$ cat src/rtl/key_debouncer_pkg.sv
// Shared defaults (50 MHz timing) and helpers for the key debouncer.
// Repeat FSM encoding is only referenced when KEY_DEBOUNCER_REPEAT_EN is defined.
package key_debouncer_pkg;

    function automatic int unsigned ms_to_cycles(input int unsigned clk_hz, input int unsigned ms);
        return (clk_hz / 1000) * ms;
    endfunction

    localparam int unsigned DEF_CLK_HZ        = 50_000_000;
    localparam int unsigned DEF_N_KEYS        = 4;
    localparam int unsigned DEF_STABLE_CYCLES = ms_to_cycles(DEF_CLK_HZ, 20);
    localparam int unsigned DEF_REPEAT_DELAY  = ms_to_cycles(DEF_CLK_HZ, 500);
    localparam int unsigned DEF_REPEAT_PERIOD = ms_to_cycles(DEF_CLK_HZ, 100);

    typedef enum logic [1:0] {
        RPT_IDLE,
        RPT_DELAY,
        RPT_PERIOD
    } rpt_state_e;

endpackage

$ cat src/rtl/key_debouncer_if.sv
// Key bus: raw active-low buttons in, debounced level and edge pulses out.
interface key_debouncer_if #(
    parameter int unsigned N_KEYS = 4
);
    logic [N_KEYS-1:0] key_n;
    logic [N_KEYS-1:0] key_level;
    logic [N_KEYS-1:0] key_press;
    logic [N_KEYS-1:0] key_release;

    modport master (
        output key_n,
        input  key_level,
        input  key_press,
        input  key_release
    );

    modport slave (
        input  key_n,
        output key_level,
        output key_press,
        output key_release
    );
endinterface

$ cat src/rtl/key_debouncer_channel.sv
// One key: 2-flop synchronizer, stability counter, registered press/release pulses.
// Auto-repeat is compiled in only with KEY_DEBOUNCER_REPEAT_EN.
module key_debouncer_channel
    import key_debouncer_pkg::*;
#(
    parameter int unsigned STABLE_CYCLES = DEF_STABLE_CYCLES
`ifdef KEY_DEBOUNCER_REPEAT_EN
    ,
    parameter int unsigned REPEAT_DELAY  = DEF_REPEAT_DELAY,
    parameter int unsigned REPEAT_PERIOD = DEF_REPEAT_PERIOD
`endif
) (
    input  logic clock,
    input  logic reset_n,
    input  logic key_n,
    output logic key_level,
    output logic key_press,
    output logic key_release
);

    localparam int unsigned    CW       = $clog2(STABLE_CYCLES);
    localparam logic [CW-1:0]  CNT_LAST = CW'(STABLE_CYCLES - 1);

    logic          sync1;
    logic          sync2;
    logic          sample;
    logic [CW-1:0] count;
    logic          accept;
    logic          press_edge;
    logic          release_edge;
    logic          repeat_fire;

    // Synchronizer idles at 1 (released) so reset never looks like a press.
    always_ff @(posedge clock or negedge reset_n) begin
        if (!reset_n) begin
            sync1 <= 1'b1;
            sync2 <= 1'b1;
        end else begin
            sync1 <= key_n;
            sync2 <= sync1;
        end
    end

    assign sample       = ~sync2;
    assign accept       = (sample != key_level) && (count == CNT_LAST);
    assign press_edge   = accept & sample;
    assign release_edge = accept & ~sample;

    always_ff @(posedge clock or negedge reset_n) begin
        if (!reset_n) begin
            count     <= '0;
            key_level <= 1'b0;
        end else if (sample == key_level) begin
            count <= '0;
        end else if (count == CNT_LAST) begin
            key_level <= sample;
            count     <= '0;
        end else begin
            count <= count + 1'b1;
        end
    end

`ifdef KEY_DEBOUNCER_REPEAT_EN
    localparam int unsigned   RMAX        = (REPEAT_DELAY > REPEAT_PERIOD) ? REPEAT_DELAY : REPEAT_PERIOD;
    localparam int unsigned   RW          = (RMAX > 1) ? $clog2(RMAX) : 1;
    localparam logic [RW-1:0] DELAY_LAST  = RW'(REPEAT_DELAY - 1);
    localparam logic [RW-1:0] PERIOD_LAST = RW'(REPEAT_PERIOD - 1);

    rpt_state_e    rpt_state;
    rpt_state_e    rpt_state_next;
    logic [RW-1:0] rpt_count;
    logic [RW-1:0] rpt_count_next;

    always_ff @(posedge clock or negedge reset_n) begin
        if (!reset_n) begin
            rpt_state <= RPT_IDLE;
            rpt_count <= '0;
        end else begin
            rpt_state <= rpt_state_next;
            rpt_count <= rpt_count_next;
        end
    end

    // A level change restarts the timer; the release edge wins over a due repeat.
    always_comb begin
        rpt_state_next = rpt_state;
        rpt_count_next = rpt_count;
        repeat_fire    = 1'b0;
        if (accept) begin
            rpt_count_next = '0;
            rpt_state_next = sample ? RPT_DELAY : RPT_IDLE;
        end else begin
            case (rpt_state)
                RPT_DELAY: begin
                    if (rpt_count == DELAY_LAST) begin
                        repeat_fire    = 1'b1;
                        rpt_count_next = '0;
                        rpt_state_next = RPT_PERIOD;
                    end else begin
                        rpt_count_next = rpt_count + 1'b1;
                    end
                end
                RPT_PERIOD: begin
                    if (rpt_count == PERIOD_LAST) begin
                        repeat_fire    = 1'b1;
                        rpt_count_next = '0;
                    end else begin
                        rpt_count_next = rpt_count + 1'b1;
                    end
                end
                default: begin
                    rpt_count_next = '0;
                end
            endcase
        end
    end
`else
    assign repeat_fire = 1'b0;
`endif

    always_ff @(posedge clock or negedge reset_n) begin
        if (!reset_n) begin
            key_press   <= 1'b0;
            key_release <= 1'b0;
        end else begin
            key_press   <= press_edge | repeat_fire;
            key_release <= release_edge;
        end
    end

endmodule

$ cat src/rtl/key_debouncer.sv
// N_KEYS independent debounced push-button channels behind a key_debouncer_if bus.
// Optional auto-repeat of key_press is enabled by defining KEY_DEBOUNCER_REPEAT_EN.
module key_debouncer
    import key_debouncer_pkg::*;
#(
    parameter int unsigned N_KEYS        = DEF_N_KEYS,
    parameter int unsigned STABLE_CYCLES = DEF_STABLE_CYCLES,
    parameter int unsigned REPEAT_DELAY  = DEF_REPEAT_DELAY,
    parameter int unsigned REPEAT_PERIOD = DEF_REPEAT_PERIOD
) (
    input  logic            clock,
    input  logic            reset_n,
    key_debouncer_if.slave  keys
);

    logic [N_KEYS-1:0] level;
    logic [N_KEYS-1:0] press;
    logic [N_KEYS-1:0] release_p;

    if (STABLE_CYCLES < 2 || STABLE_CYCLES > (1 << 24) || REPEAT_DELAY < 1 || REPEAT_PERIOD < 1) begin : g_bad_params
        $error("key_debouncer: parameter out of range");
    end

    for (genvar i = 0; i < N_KEYS; i++) begin : g_channel
        key_debouncer_channel #(
            .STABLE_CYCLES (STABLE_CYCLES)
`ifdef KEY_DEBOUNCER_REPEAT_EN
            ,
            .REPEAT_DELAY  (REPEAT_DELAY),
            .REPEAT_PERIOD (REPEAT_PERIOD)
`endif
        ) u_channel (
            .clock       (clock),
            .reset_n     (reset_n),
            .key_n       (keys.key_n[i]),
            .key_level   (level[i]),
            .key_press   (press[i]),
            .key_release (release_p[i])
        );
    end

    assign keys.key_level   = level;
    assign keys.key_press   = press;
    assign keys.key_release = release_p;

endmodule

$ cat src/flat_wrapper.sv
// flat-port wrapper written by rule: the top's interface ports become plain ports
module key_debouncer_flat import key_debouncer_pkg::*;
#(
    parameter int unsigned N_KEYS        = DEF_N_KEYS,
    parameter int unsigned STABLE_CYCLES = DEF_STABLE_CYCLES,
    parameter int unsigned REPEAT_DELAY  = DEF_REPEAT_DELAY,
    parameter int unsigned REPEAT_PERIOD = DEF_REPEAT_PERIOD
)
  (clock, reset_n, keys_key_n, keys_key_level, keys_key_press, keys_key_release);
  key_debouncer_if #(.N_KEYS(N_KEYS)) keys_i ();
  input  logic clock;
  input  logic reset_n;
  input wire logic [$bits(keys_i.key_n)-1:0] keys_key_n;
  output wire logic [$bits(keys_i.key_level)-1:0] keys_key_level;
  output wire logic [$bits(keys_i.key_press)-1:0] keys_key_press;
  output wire logic [$bits(keys_i.key_release)-1:0] keys_key_release;
  assign keys_i.key_n = keys_key_n;
  assign keys_key_level = keys_i.key_level;
  assign keys_key_press = keys_i.key_press;
  assign keys_key_release = keys_i.key_release;
  key_debouncer #(.N_KEYS(N_KEYS), .STABLE_CYCLES(STABLE_CYCLES), .REPEAT_DELAY(REPEAT_DELAY), .REPEAT_PERIOD(REPEAT_PERIOD)) u_core (.clock(clock), .reset_n(reset_n), .keys(keys_i));
endmodule
$ cat config.mk
export PLATFORM = sky130hd
export DESIGN_NAME = key_debouncer_flat
export DESIGN_NICKNAME = d
export VERILOG_FILES = /design/src/rtl/key_debouncer_pkg.sv /design/src/rtl/key_debouncer_if.sv /design/src/rtl/key_debouncer_channel.sv /design/src/rtl/key_debouncer.sv /design/src/flat_wrapper.sv
export SDC_FILE = /design/constraint.sdc
export NUM_CORES = 1
export LEC_CHECK = 0
export BUFFER_PORTS_ARGS = -buffer_cell sky130_fd_sc_hd__buf_2
export CAP_MARGIN = 15
export CELL_PAD_IN_SITES_DETAIL_PLACEMENT = 1
export CELL_PAD_IN_SITES_GLOBAL_PLACEMENT = 1
export CORE_ASPECT_RATIO = 1.75
export CORE_MARGIN = 1.5
export CORE_UTILIZATION = 40
export DETAILED_ROUTE_END_ITERATION = 6
export HOLD_SLACK_MARGIN = 0.03
export PLACE_DENSITY_LB_ADDON = 0.1
export SETUP_SLACK_MARGIN = 0.2
export SLEW_MARGIN = 10
export SYNTH_ARGS = -nofsm -noshare
export SYNTH_HDL_FRONTEND = slang
export SYNTH_SLANG_ARGS = --single-unit
$ cat constraint.sdc
create_clock -name clock -period 2.7 [get_ports clock]
set_input_delay 0.135 -clock clock [delete_from_list [all_inputs] [get_ports clock]]
set_output_delay 0.135 -clock clock [all_outputs]
set_load 0.05 [all_outputs]
==> flow_metrics.env, run 1 <==
export IMPL_die_w_um=85.7
export IMPL_wl_met3_um=206
export IMPL_r2r_setup_slack_ns=0.47
export IMPL_grtUsageTotal=0.177
export IMPL_power_switching_mw=0.659
export IMPL_combPwrFrac=0.033
export IMPL_hold_viol=0
export IMPL_rows=52
export IMPL_vias_per_cell=5.65
export IMPL_n_fill_cell=1302
export IMPL_synth_edf_count=0
export IMPL_maxCapViolCount=0
export IMPL_syn_avg_cell_area_um2=10.1
export IMPL_p_sw_frac=0.221
export IMPL_synthesis_area_mm2=0.00479
export IMPL_antenna_left=0
export IMPL_finalCriticalPeriod_ns=2.23
export IMPL_gr_total_overflow=0
export IMPL_yosysSeqAreaShare=0.524
export IMPL_startpoint="u_core.g_channel[2].u_channel.count[0]"
export IMPL_timing_rr_start="u_core.g_channel[2].u_channel.count[0]"
export IMPL_worstPathMaxFanout=8
export IMPL_max_freq_mhz=447
export IMPL_drv_slew=0
export IMPL_clk_latency_ns=0.34
export IMPL_register_area_mm2=0.00251
export IMPL_vdd_ir_drop_max_mv=0.275
export IMPL_ys_ff_latch=100
export IMPL_crit_type="flip-flop to flip-flop"
export IMPL_dr_max_layer_used="met4"
export IMPL_postCtsHoldBufs=5
export IMPL_finalNetCount=496
export IMPL_multi_input_area_mm2=0.00208
export IMPL_hp_start="u_core.g_channel[2].u_channel.sync1"
export IMPL_r2r_cells=5
export IMPL_post_cts_resized=0
export IMPL_worstSetupEndpointType="flip-flop"
export IMPL_worstHoldPathType="flip-flop to flip-flop"
export IMPL_grt_max_degree=60
export IMPL_fin_hold_ws_ns=0.357
export IMPL_relSlewSlack=0.476
export IMPL_status="finished clean"
export IMPL_yosys_warnings=0
export IMPL_clk_pin_slew_ns=0.07
export IMPL_drc_errors=0
export IMPL_ys_types=41
export IMPL_fin_util=0.455
export IMPL_p_int_mw=2.33
export IMPL_wl_per_cell_um=16.3
export IMPL_max_slew_worst_pin_slew_ns=0.786
export IMPL_htreeDepth=3
export IMPL_syn2layout_area_growth_pct=10.5
export IMPL_start_kind="flip-flop"
export IMPL_cts_tree="done"
export IMPL_core_area_mm2=0.0116
export IMPL_reg2reg_to="u_core.g_channel[2].u_channel.count[18]"
export IMPL_synth_cells=475
export IMPL_cts_root_buf="clkbuf_16"
export IMPL_die_area_mm2=0.0127
export IMPL_placed_area_mm2=0.00494
export IMPL_vias=3537
export IMPL_synth_async_reset_ratio=1.00
export IMPL_gp_congestion=0.758
export IMPL_whs_endpoint="u_core.g_channel[2].u_channel.sync2"
export IMPL_skew_ns=0.00878
export IMPL_whs_path_depth=0
export IMPL_synth_mux_area_frac=0.00209
export IMPL_firstDrtPassIters=4
export IMPL_cp_arrival_ns=2.50
export IMPL_finalSetupTns_ns=0
export IMPL_cp_data_required_time_ns=2.97
export IMPL_wl_met1_um=4140
export IMPL_synth_compound_area_frac=0.0692
export IMPL_setup_viol=0
export IMPL_synth_top_family_by_area="simple AND/OR/NAND/NOR gates"
export IMPL_antenna_cells=0
export IMPL_wl_um=10200
export IMPL_numCtsBuffers=9
export IMPL_synth_fp_nets=485
export IMPL_cts_setup_buffers=0
export IMPL_synth_xor_area_share=0.0987
export IMPL_grt_pass1_vias=3954
export IMPL_numClockSinks=100
export IMPL_total_leakage_power_nw=2.13
export IMPL_drtIter0Drc=146
export IMPL_ctsLongestPathBuffers=2
export IMPL_grt_pass1_wl_um=18200
export IMPL_design_area_mm2=0.00530
export IMPL_synth_flop_cell="dfrtp_1"
export IMPL_clkPwrFrac=0.448
export IMPL_port_buffer_count=17
export IMPL_final_period_utilization=0.828
export IMPL_seqPwrFrac=0.520
export IMPL_dp_hpwl_um=6880
export IMPL_cellPowerDensity_mw_per_mm2=564
export IMPL_yosys_area_share_simple=0.252
export IMPL_drive_above_1_share=0.118
export IMPL_die_h_um=148
export IMPL_pin_count=18
export IMPL_synth_fa_ha_area_frac=0.0104
export IMPL_antenna_found_initial=0
export IMPL_rsz0062_at_grt="no"
export IMPL_initial_core_util=0.411
export IMPL_wl_met2_um=5680
power by group through the flow:
| stage | clock, mW | sequential (mW) | combinational [mW] |
|---|---|---|---|
| finish | 1.34 | 1.55 | 0.0974 |
| global route | 1.43 | 1.55 | 0.116 |
| CTS | 1.38 | 1.55 | 0.104 |
| detailed placement | 0 | 1.58 | 0.0973 |
| global placement | 0 | 1.58 | 0.0954 |
| floorplan | 0 | 1.57 | 0.0462 |
layout by cell type, fill, tap and decap left out, types with 5 or more instances in the layout:
| master | synthesis | final |
|---|---|---|
| buf_2 | 2 | 16 |
| a21oi_1 | 21 | 21 |
| nand2_1 | 22 | 22 |
| inv_1 | 13 | 13 |
| dlygate4sd3_1 | 0 | 5 |
| and3_1 | 11 | 11 |
| nor4_1 | 8 | 8 |
| nor2_1 | 60 | 60 |
| o21ai_0 | 16 | 16 |
| xnor2_1 | 30 | 30 |
| or4_1 | 14 | 14 |
| o31ai_1 | 11 | 10 |
| dfrtp_1 | 92 | 92 |
| nand3_1 | 32 | 32 |
| nor3_1 | 14 | 14 |
| dfstp_2 | 8 | 8 |
| nand4_1 | 24 | 24 |
| or3_1 | 12 | 12 |
| xor2_1 | 24 | 24 |
| clkbuf_16 | 0 | 9 |
kinds of logic after synthesis:
kind of cell             count (synthesis)
AO/OA/AOI/OAI                           54
XOR/XNOR                                54
adder cells (fa/ha/maj)                  4
buffers and inverters                   39
flip-flops                             100
multiplexers                             1
AND/OR/NAND/NOR                        223
registers in the layout, summed over array words and instances (netlist names):
signal and flops:
u_core.g_channel.u_channel.count 80, u_core.g_channel.u_channel.key_level 4, u_core.g_channel.u_channel.key_press 4, u_core.g_channel.u_channel.key_release 4
u_core.g_channel.u_channel.sync1 4, u_core.g_channel.u_channel.sync2 4
layout make-up:
cell class	instances	share of cell area
clock buffer	11	0.0477
clock inverter	5	0.0109
inverter	13	0.00921
multi-input combinational	336	0.392
sequential	100	0.474
tap	135	0.0319
timing repair buffer	26	0.0340
routing by layer:
metal / global-route usage / up-vias
met3: 0.0313 / 16
met5: 0 / -
met2: 0.333 / 31
li1: - / 1694
met1: 0.195 / 1796
met4: 0.0669 / 0
cells in the mapped netlist, types with 4 or more instances:
library cell | n | share of area
a21oi_1 | 21 | 0.022
and3_1 | 11 | 0.014
and4_1 | 4 | 0.0073
buf_4 | 12 | 0.019
clkbuf_1 | 10 | 0.0078
dfrtp_1 | 92 | 0.48
dfstp_2 | 8 | 0.044
ha_1 | 4 | 0.010
inv_1 | 13 | 0.010
nand2_1 | 22 | 0.017
nand3_1 | 32 | 0.033
nand4_1 | 24 | 0.031
nor2_1 | 60 | 0.047
nor3_1 | 14 | 0.015
nor4_1 | 8 | 0.010
o21ai_0 | 16 | 0.017
o31ai_1 | 11 | 0.017
or3_1 | 12 | 0.016
or4_1 | 14 | 0.022
xnor2_1 | 30 | 0.055
xor2_1 | 24 | 0.044
worst max-delay path, cell delays in order (launching register included):
cell and delay [ns]:
dfrtp_1 0.43, ha_1 0.27, nand2_1 0.11, or4_1 0.67, or4_4 0.53, a21oi_2 0.15
worst max-delay path by stage:
stage                                               to  slack, ns  depth (start not counted)
3_3_place_gp   u_core.g_channel[2].u_channel.count[18]       0.49                          5
3_5_place_dp   u_core.g_channel[2].u_channel.count[18]       0.47                          5
5_1_grt         u_core.g_channel[2].u_channel.count[5]       0.35                          4
6_report       u_core.g_channel[2].u_channel.count[18]       0.47                          5
4_1_cts        u_core.g_channel[2].u_channel.count[18]       0.45                          5
2_1_floorplan  u_core.g_channel[2].u_channel.count[11]       0.72                          5
metrics by stage:
stage / setup slack, ns / instances / power (mW)
2_1_floorplan: 0.719 / 475 / 1.62
3_3_place_gp: 0.494 / 605 / 1.67
3_5_place_dp: 0.473 / 605 / 1.68
4_1_cts: 0.447 / 626 / 3.04
5_1_grt: 0.346 / 626 / 3.10
6_report: 0.465 / 626 / 2.99
Note: power is estimated with default switching activity, not from simulation.
==> inputs of run 2 (changes only) <==
clock period = 2 ns   (was 2.7 ns; I/O delays follow)
==> run 2 against run 1 <==
Compared with the run above:
- the run now ends with negative setup slack left
- final cell count rose by 6.4%
- wire length is 6.6% higher
- die area did not move
- register-to-register slack worse by 0.47 ns
- clock power rose by 41%
- critical endpoint is now u_core.g_channel[2].u_channel.count[1]
- largest cell class unchanged
- largest power group unchanged
==> flow_metrics.env, run 2 (same netlist as run 1, synthesis figures left out) <==
export IMPL_firstDrtPassIters=4
export IMPL_grt_max_degree=44
export IMPL_max_freq_mhz=499
export IMPL_grt_pass1_wl_um=19400
export IMPL_max_slew_worst_pin_slew_ns=0.503
export IMPL_timing_rr_start="u_core.g_channel[2].u_channel.count[15]"
export IMPL_cts_root_buf="clkbuf_16"
export IMPL_p_sw_frac=0.216
export IMPL_pin_count=18
export IMPL_design_area_mm2=0.00577
export IMPL_die_h_um=148
export IMPL_combPwrFrac=0.044
export IMPL_drive_above_1_share=0.243
export IMPL_clkPwrFrac=0.455
export IMPL_die_area_mm2=0.0127
export IMPL_regMostFlops="u_core.g_channel.u_channel.count"
export IMPL_relSlewSlack=0.665
export IMPL_vdd_ir_drop_max_mv=0.473
export IMPL_layout_common_cells="dfrtp_1 (86), nor2_1 (59), buf_4 (40)"
export IMPL_antenna_found_initial=0
export IMPL_status="complete, but fails checks"
export IMPL_crit_type="flip-flop to flip-flop"
export IMPL_fin_util=0.495
export IMPL_violations="negative setup slack"
export IMPL_vias=3701
export IMPL_wl_um=10900
export IMPL_worstHoldPathType="primary input to async pin"
export IMPL_htreeDepth=3
export IMPL_gr_total_overflow=0
export IMPL_hold_viol=0
export IMPL_p_int_mw=3.26
export IMPL_dp_hpwl_um=7740
export IMPL_numCtsBuffers=9
export IMPL_final_common_cell="dfrtp_1"
export IMPL_maxCapViolCount=0
export IMPL_finalCriticalPeriod_ns=2.00
export IMPL_total_leakage_power_nw=2.35
export IMPL_numClockSinks=100
export IMPL_ctsLongestPathBuffers=2
export IMPL_setup_viol=1
export IMPL_wl_per_cell_um=16.3
export IMPL_cts_tree="done"
export IMPL_antenna_left=0
export IMPL_placed_area_mm2=0.00527
export IMPL_die_w_um=85.7
export IMPL_initial_core_util=0.411
export IMPL_port_buffer_count=17
export IMPL_power_switching_mw=0.900
export IMPL_finalNetCount=536
export IMPL_startpoint="u_core.g_channel[2].u_channel.count[15]"
export IMPL_rsz0062_at_grt="yes"
export IMPL_skew_ns=0.00814
export IMPL_rows=52
export IMPL_syn2layout_area_growth_pct=20.3
export IMPL_core_area_mm2=0.0116
export IMPL_clk_pin_slew_ns=0.07
export IMPL_grt_pass1_vias=4070
export IMPL_r2r_cells=4
export IMPL_cp_data_required_time_ns=2.24
export IMPL_drv_slew=0
export IMPL_cellPowerDensity_mw_per_mm2=721
export IMPL_worstPathMaxFanout=4
export IMPL_antenna_cells=0
export IMPL_grtUsageTotal=0.192
export IMPL_seqPwrFrac=0.502
export IMPL_largest_reg_flops=80
export IMPL_worstSetupEndpointType="flip-flop"
export IMPL_final_period_utilization=1.00
export IMPL_gp_congestion=0.757
export IMPL_vias_per_cell=5.56
export IMPL_cp_arrival_ns=2.24
export IMPL_start_kind="flip-flop"
export IMPL_setup_slack_ns=-0.00302
export IMPL_drtIter0Drc=92
export IMPL_drc_errors=0
export IMPL_clk_latency_ns=0.35
## run 2: path summary, 6_finish.rpt
path	slack (ns)	to
worst max-delay path	-0.003	u_core.g_channel[2].u_channel.count[1]
worst min-delay path	0.26	u_core.g_channel[2].u_channel.count[0]
worst max register to register	-0.003	u_core.g_channel[2].u_channel.count[1]
worst min register to register	0.35	u_core.g_channel[2].u_channel.sync2
max in group asynchronous	1.02	u_core.g_channel[0].u_channel.sync1
min in group clock	0.35	u_core.g_channel[2].u_channel.sync2
## run 2: worst max-delay path: stages (launching register included)
cell	delay (ns)
dfrtp_1	0.38
or4b_1	0.52
or4_4	0.56
or2_4	0.28
and3_4	0.17
## run 2: what timing repair did
action,CTS,global route
pin swaps,1,2
hold buffers,5,0
hold endpoints to repair,37,0
setup endpoints to repair,49,62
setup buffers,2,2
resized for setup,5,26
## run 2: final cells by class
class / count / area, µm²
multi-input combinational: 336 / 2190
inverter: 13 / 48.8
fill: 1275 / 5880
sequential: 100 / 2520
clock inverter: 4 / 72.6
clock buffer: 12 / 246
timing repair buffer: 66 / 522
tap: 135 / 169
## run 2: power groups by stage
stage	Combinational (mW)	Sequential [mW]	Clock [mW]
final	0.182	2.09	1.89
after floorplan	0.0648	2.12	0
after global placement	0.175	2.12	0
after detailed placement	0.177	2.12	0
after global routing	0.209	2.09	2.02
after CTS	0.185	2.09	1.94
## run 2: routing by layer
layer	GRT usage	routed length (µm)	vias up
li1	-	-	1776
met1	0.223	4460	1880
met2	0.352	6010	32
met3	0.0251	186	13
met4	0.0774	231	0
met5	0	0	-
## run 2: stage by stage
| step | cells | power [mW] | hold WS (ns) | setup TNS (ns) | setup slack, ns |
|---|---|---|---|---|---|
| global placement | 641 | 2.30 | 0.0996 | 0 | 0.0345 |
| CTS | 664 | 4.22 | 0.271 | 0 | 0.0203 |
| floorplan | 475 | 2.19 | -0.196 | 0 | 0.0191 |
| detailed placement | 641 | 2.30 | 0.105 | 0 | 0.00264 |
| global route | 666 | 4.32 | 0.312 | -0.848 | -0.0549 |
| finish | 666 | 4.16 | 0.261 | -0.00302 | -0.00302 |
